$ cat src/rtl/reg_write_queue.sv
// reg_write_queue
//   Commit write-back buffer between the reorder-buffer commit stage and the
//   register file's single write port. Accepts up to two retired results per
//   cycle (slot 0 older than slot 1) and drains them in program order, one per
//   cycle. Two bypass lookup ports expose committed-but-unwritten values.
//
// Ports
//   clk_in, rst_in (async, active-low), rdy_in (global pause when low)
//   c0_valid/c0_rd/c0_val, c1_valid/c1_rd/c1_val : commit slots
//   c_ready            : both commit slots may be presented this cycle
//   set_reg_id/set_val : register file write port (id 0 = no write)
//   q_id1/q_id2 -> q_hit1/q_val1, q_hit2/q_val2 : bypass lookups
//   empty              : no pending entries
module reg_write_queue #(
  parameter int DEPTH = 4
) (
  input  logic        clk_in,
  input  logic        rst_in,
  input  logic        rdy_in,
  input  logic        c0_valid,
  input  logic [4:0]  c0_rd,
  input  logic [31:0] c0_val,
  input  logic        c1_valid,
  input  logic [4:0]  c1_rd,
  input  logic [31:0] c1_val,
  output logic        c_ready,
  output logic [4:0]  set_reg_id,
  output logic [31:0] set_val,
  input  logic [4:0]  q_id1,
  input  logic [4:0]  q_id2,
  output logic        q_hit1,
  output logic        q_hit2,
  output logic [31:0] q_val1,
  output logic [31:0] q_val2,
  output logic        empty
);

  localparam int PW = $clog2(DEPTH);
  localparam int CW = PW + 1;

  logic [4:0]    rd_q  [DEPTH];
  logic [31:0]   val_q [DEPTH];
  logic [PW-1:0] head_q, head_d;
  logic [PW-1:0] tail_q, tail_d;
  logic [CW-1:0] count_q, count_d;

  logic          push0, push1, pop;
  logic [PW-1:0] wr_idx1;

  // Needs two free slots regardless of how many slots are actually valid;
  // a pop in the same cycle gives no credit. Held low while in reset.
  assign c_ready = rst_in && rdy_in && (count_q <= CW'(DEPTH - 2));

  assign push0 = c_ready && c0_valid && (c0_rd != 5'd0);
  assign push1 = c_ready && c1_valid && (c1_rd != 5'd0);
  assign pop   = rdy_in && (count_q != '0);

  // A dropped slot 0 consumes no entry, so slot 1 lands at tail in that case.
  assign wr_idx1 = tail_q + PW'(push0);

  always_comb begin
    head_d  = head_q + PW'(pop);
    tail_d  = tail_q + PW'(push0) + PW'(push1);
    count_d = count_q + CW'(push0) + CW'(push1) - CW'(pop);
  end

  always_ff @(posedge clk_in or negedge rst_in) begin
    if (!rst_in) begin
      head_q  <= '0;
      tail_q  <= '0;
      count_q <= '0;
      for (int i = 0; i < DEPTH; i++) begin
        rd_q[i]  <= '0;
        val_q[i] <= '0;
      end
    end else begin
      if (push0) begin
        rd_q[tail_q]  <= c0_rd;
        val_q[tail_q] <= c0_val;
      end
      if (push1) begin
        rd_q[wr_idx1]  <= c1_rd;
        val_q[wr_idx1] <= c1_val;
      end
      head_q  <= head_d;
      tail_q  <= tail_d;
      count_q <= count_d;
    end
  end

  assign set_reg_id = pop ? rd_q[head_q]  : 5'd0;
  assign set_val    = pop ? val_q[head_q] : 32'd0;
  assign empty      = (count_q == '0);

  // Walk pending entries oldest to youngest so the last match wins.
  always_comb begin
    logic [PW-1:0] idx;
    idx    = '0;
    q_hit1 = 1'b0;
    q_val1 = 32'd0;
    q_hit2 = 1'b0;
    q_val2 = 32'd0;
    for (int i = 0; i < DEPTH; i++) begin
      idx = head_q + PW'(i);
      if (CW'(i) < count_q) begin
        if ((q_id1 != 5'd0) && (rd_q[idx] == q_id1)) begin
          q_hit1 = 1'b1;
          q_val1 = val_q[idx];
        end
        if ((q_id2 != 5'd0) && (rd_q[idx] == q_id2)) begin
          q_hit2 = 1'b1;
          q_val2 = val_q[idx];
        end
      end
    end
  end

endmodule

$ cat config.mk
export PLATFORM = sky130hd
export DESIGN_NAME = reg_write_queue
export DESIGN_NICKNAME = d
export VERILOG_FILES = /design/src/rtl/reg_write_queue.sv
export SDC_FILE = /design/constraint.sdc
export NUM_CORES = 1
export LEC_CHECK = 0
export ABC_CLOCK_PERIOD_IN_PS = 4800
export BUFFER_PORTS_ARGS = -buffer_cell sky130_fd_sc_hd__buf_4
export CORE_MARGIN = 2
export CORE_UTILIZATION = 55
export DETAILED_ROUTE_END_ITERATION = 6
export PLACE_DENSITY = 0.76
export SLEW_MARGIN = 20
export SYNTH_ARGS = -nofsm -noshare
export SYNTH_HDL_FRONTEND = slang
export SYNTH_SLANG_ARGS = --single-unit
$ cat constraint.sdc
create_clock -name clk_in -period 4.8 [get_ports clk_in]
set_input_delay 0.96 -clock clk_in [delete_from_list [all_inputs] [get_ports clk_in]]
set_output_delay 0.96 -clock clk_in [all_outputs]
set_load 0.005 [all_outputs]
==> results_dict.tcl <==
set metrics [dict create \
    status "complete, no violations" \
    rsz0062_at_grt "false" \
    final_layout_size_suffix_gt1_frac 0.1993 \
    switching_share 0.4835 \
    synth_most_common_cell "nand2_1" \
    synth_fa_ha_area_frac 0.008467 \
    grtUsageTotal 0.3580 \
    post_cts_buffers 0 \
    clock-sinks 155 \
    vias 13770 \
    dieArea_um2 25990 \
    arrival_ps 3650 \
    synth-simple-area-share 0.1812 \
    place_area_um2 15190 \
    crit_path_start_kind "flip-flop" \
    clk_path_buf_depth 2 \
    clockRootBuffer "clkbuf_16" \
    hold_slack_ps 585.0 \
    rows 57 \
    ir_drop_mv 0.4059 \
    seqPwrFrac 0.227 \
    drtAntennaViolNets 0 \
    hp-class "input port to async pin" \
    start_util 0.5590 \
    final_nets 1875 \
    hold_violations 0 \
    fin_skew_ps 16.13 \
    cap_violations 0 \
    synth_edf_count 0 \
    stdcell_area_um2 15800 \
    dp_hpwl_um 29740 \
    nFillCells 2053 \
    vias_per_cell 6.512 \
    worst_setup_path_end_kind "output pin" \
    num_io_pins 194 \
    grt_antenna_before_repair 1 \
    synth_seq_cells 155 \
    postSynthCellCount 1685 \
    h-tree-depth 4 \
    grt_pass1_vias 13350 \
    crit_fanout 32 \
    finalSetupTns_ps 0 \
    totalWireLength_um 46910 \
    synth_compound_area_frac 0.1772 \
    fin_crit_sh 0.9601 \
    max_freq_mhz 217.0 \
    power.total_mw 11.09 \
    post_cts_resized 0 \
    yosys_warnings 0 \
    pwr-share-comb 0.643 \
    io_buffers 193 \
    finalNonFillerCells 2115 \
    synthArstFlopShare 1.000 \
    core_area_um2 24320 \
    syn-num-nets 1782 \
    synth_xor_xnor_area_share 0.02641 \
    synth_top_family_by_area "multiplexers" \
    die_x_um 161.2 \
    slew_violations 0 \
    grt_first_pass_wirelength_um 73520 \
    synth.yosys.seq_area_share 0.2853 \
    powerDensity_nw_per_um2 702.4 \
    ys_top_cells_by_area "dfrtp_1 (29%), mux2i_1 (19%), nand2_1 (8.4%)" \
    avgSynthCellArea_um2 8.069 \
    cell_internal_pwr_mw 5.730 \
    route.detailed.drc 0 \
    grt-ovfl-total 0 \
    slew_headroom 0.3616 \
    synth_top_area_frac 0.2853 \
    tightest_slew_ps 957.6 \
    timing.final.ws_setup_ps 191.4 \
    cts_tree "built" \
    cts_buffers 17 \
    p_clk_frac 0.130 \
    grt_max_degree 156 \
    post-place-cells 2083 \
    wl_per_cell_um 22.18 \
    required_ps 3840 \
    path_clk_slew_ps 80 \
    yosys.area.top_type "dfrtp_1" \
    period_needed_ps 4609 \
    power.switching_mw 5.365 \
    pre_cts_ws_ps 657.1 \
    yosys.cell_types.count 49 \
    p_leak_nw 6.726 \
    path_class "flip-flop to output pin" \
    holdBufCountCts 0 \
    synthMuxAreaShare 0.2599 \
    yosys_most_used_dff "dfrtp_1" \
    fp.dieH_um 161.2 \
    clk_latency_ps 440 \
    setup_violations 0 \
    gp_congestion 0.9703 \
    synthTopCellsByCount "nand2_1 (306), mux2i_1 (254), o21ai_0 (212), dfrtp_1 (155), nor2_1 (123)" \
    synth_area_um2 13600 \
    antenna_cells 0 \
    syn_to_final_growth_pct 16.19 \
    utilization 0.6495 \
    drt_first_iter_violations 1782 \
    dr.pass1.iters 6 \
]
kinds of logic (layout without fill, tap and decap cells):
group / after synthesis / after routing
buffers and inverters: 180 / 286
xor gates and xnor gates: 41 / 41
muxes: 318 / 318
and+or+nand+nor: 576 / 576
AOI/OAI and AO/OA: 407 / 407
DFF: 155 / 155
adders and majority gates: 8 / 8
registers in the layout, indices dropped and copies added (netlist names):
register,count
head_q,2
val_q,128
tail_q,2
count_q,3
rd_q,20
layout by cell type, fill, tap and decap left out, types with 3 or more instances in the layout:
cell         n
nand3_1      4
ha_1         6
a31oi_1     32
mux2i_1    254
nand2_1    306
inv_1       17
buf_12       7
clkbuf_16   17
inv_8        3
mux4_2      24
nor2_1     122
nor3_2       5
o21ai_1     32
xnor2_1     38
xor2_1       3
and2_1       9
nor2b_1      3
nor2_4       3
nor3_1      64
o21a_1      23
nand4_1     27
o311a_1     23
a211oi_1    35
or2_1        3
mux2_2      40
a311oi_1    10
inv_6        7
o21ai_0    212
nor4_1      10
o211ai_1     3
buf_4      227
dfrtp_1    153
a21oi_1     31
power by group through the flow:
stage | sequential [mW] | combinational (mW) | clock (mW)
after floorplan | 2.26 | 4.95 | 0
after CTS | 2.50 | 6.98 | 1.44
after global placement | 2.45 | 6.78 | 0
after detailed placement | 2.50 | 6.92 | 0
after global routing | 2.60 | 7.70 | 1.50
final | 2.52 | 7.13 | 1.44
worst max-delay path: stages, from the launching register on:
cell,delay (ps)
dfrtp_4,670
mux4_2,610
a211oi_1,370
o2111ai_4,170
buf_4,340
nor3_1,380
a31oi_1,80
a211oi_1,390
buf_4,180
final timing paths:
| path | from | end | slack, ps | cells after the start |
|---|---|---|---|---|
| worst min register to register | val_q[119] | val_q[119] | 600 | 2 |
| worst max-delay path | head_q[0] | q_val1[11] | 190 | 8 |
| min in group clk_in | val_q[119] | val_q[119] | 600 | 2 |
| worst min-delay path | rst_in | val_q[100] | 580 | 2 |
| max in group asynchronous | rst_in | head_q[1] | 3310 | 2 |
| worst max register to register | count_q[2] | val_q[72] | 1430 | 9 |
area by class of cell:
| cell class | instances | area, um^2 | area share |
|---|---|---|---|
| clock buffers | 17 | 425.4 | 0.02693 |
| well taps | 324 | 405.4 | 0.02566 |
| clock inverters | 15 | 175.2 | 0.01109 |
| inverters | 18 | 70.07 | 0.004436 |
| multi-input cells | 1350 | 8967 | 0.5677 |
| repair buffers | 236 | 1867 | 0.1182 |
| flip-flops and latches | 155 | 3886 | 0.2460 |
layer usage:
layer	wire, um	track usage	vias up
met2	21450	0.5704	888
met4	1700	0.1542	0
met1	18790	0.4704	6526
met5	0	0	-
li1	-	-	6218
met3	4963	0.08089	141
Note: power is estimated with default switching activity, not from simulation.
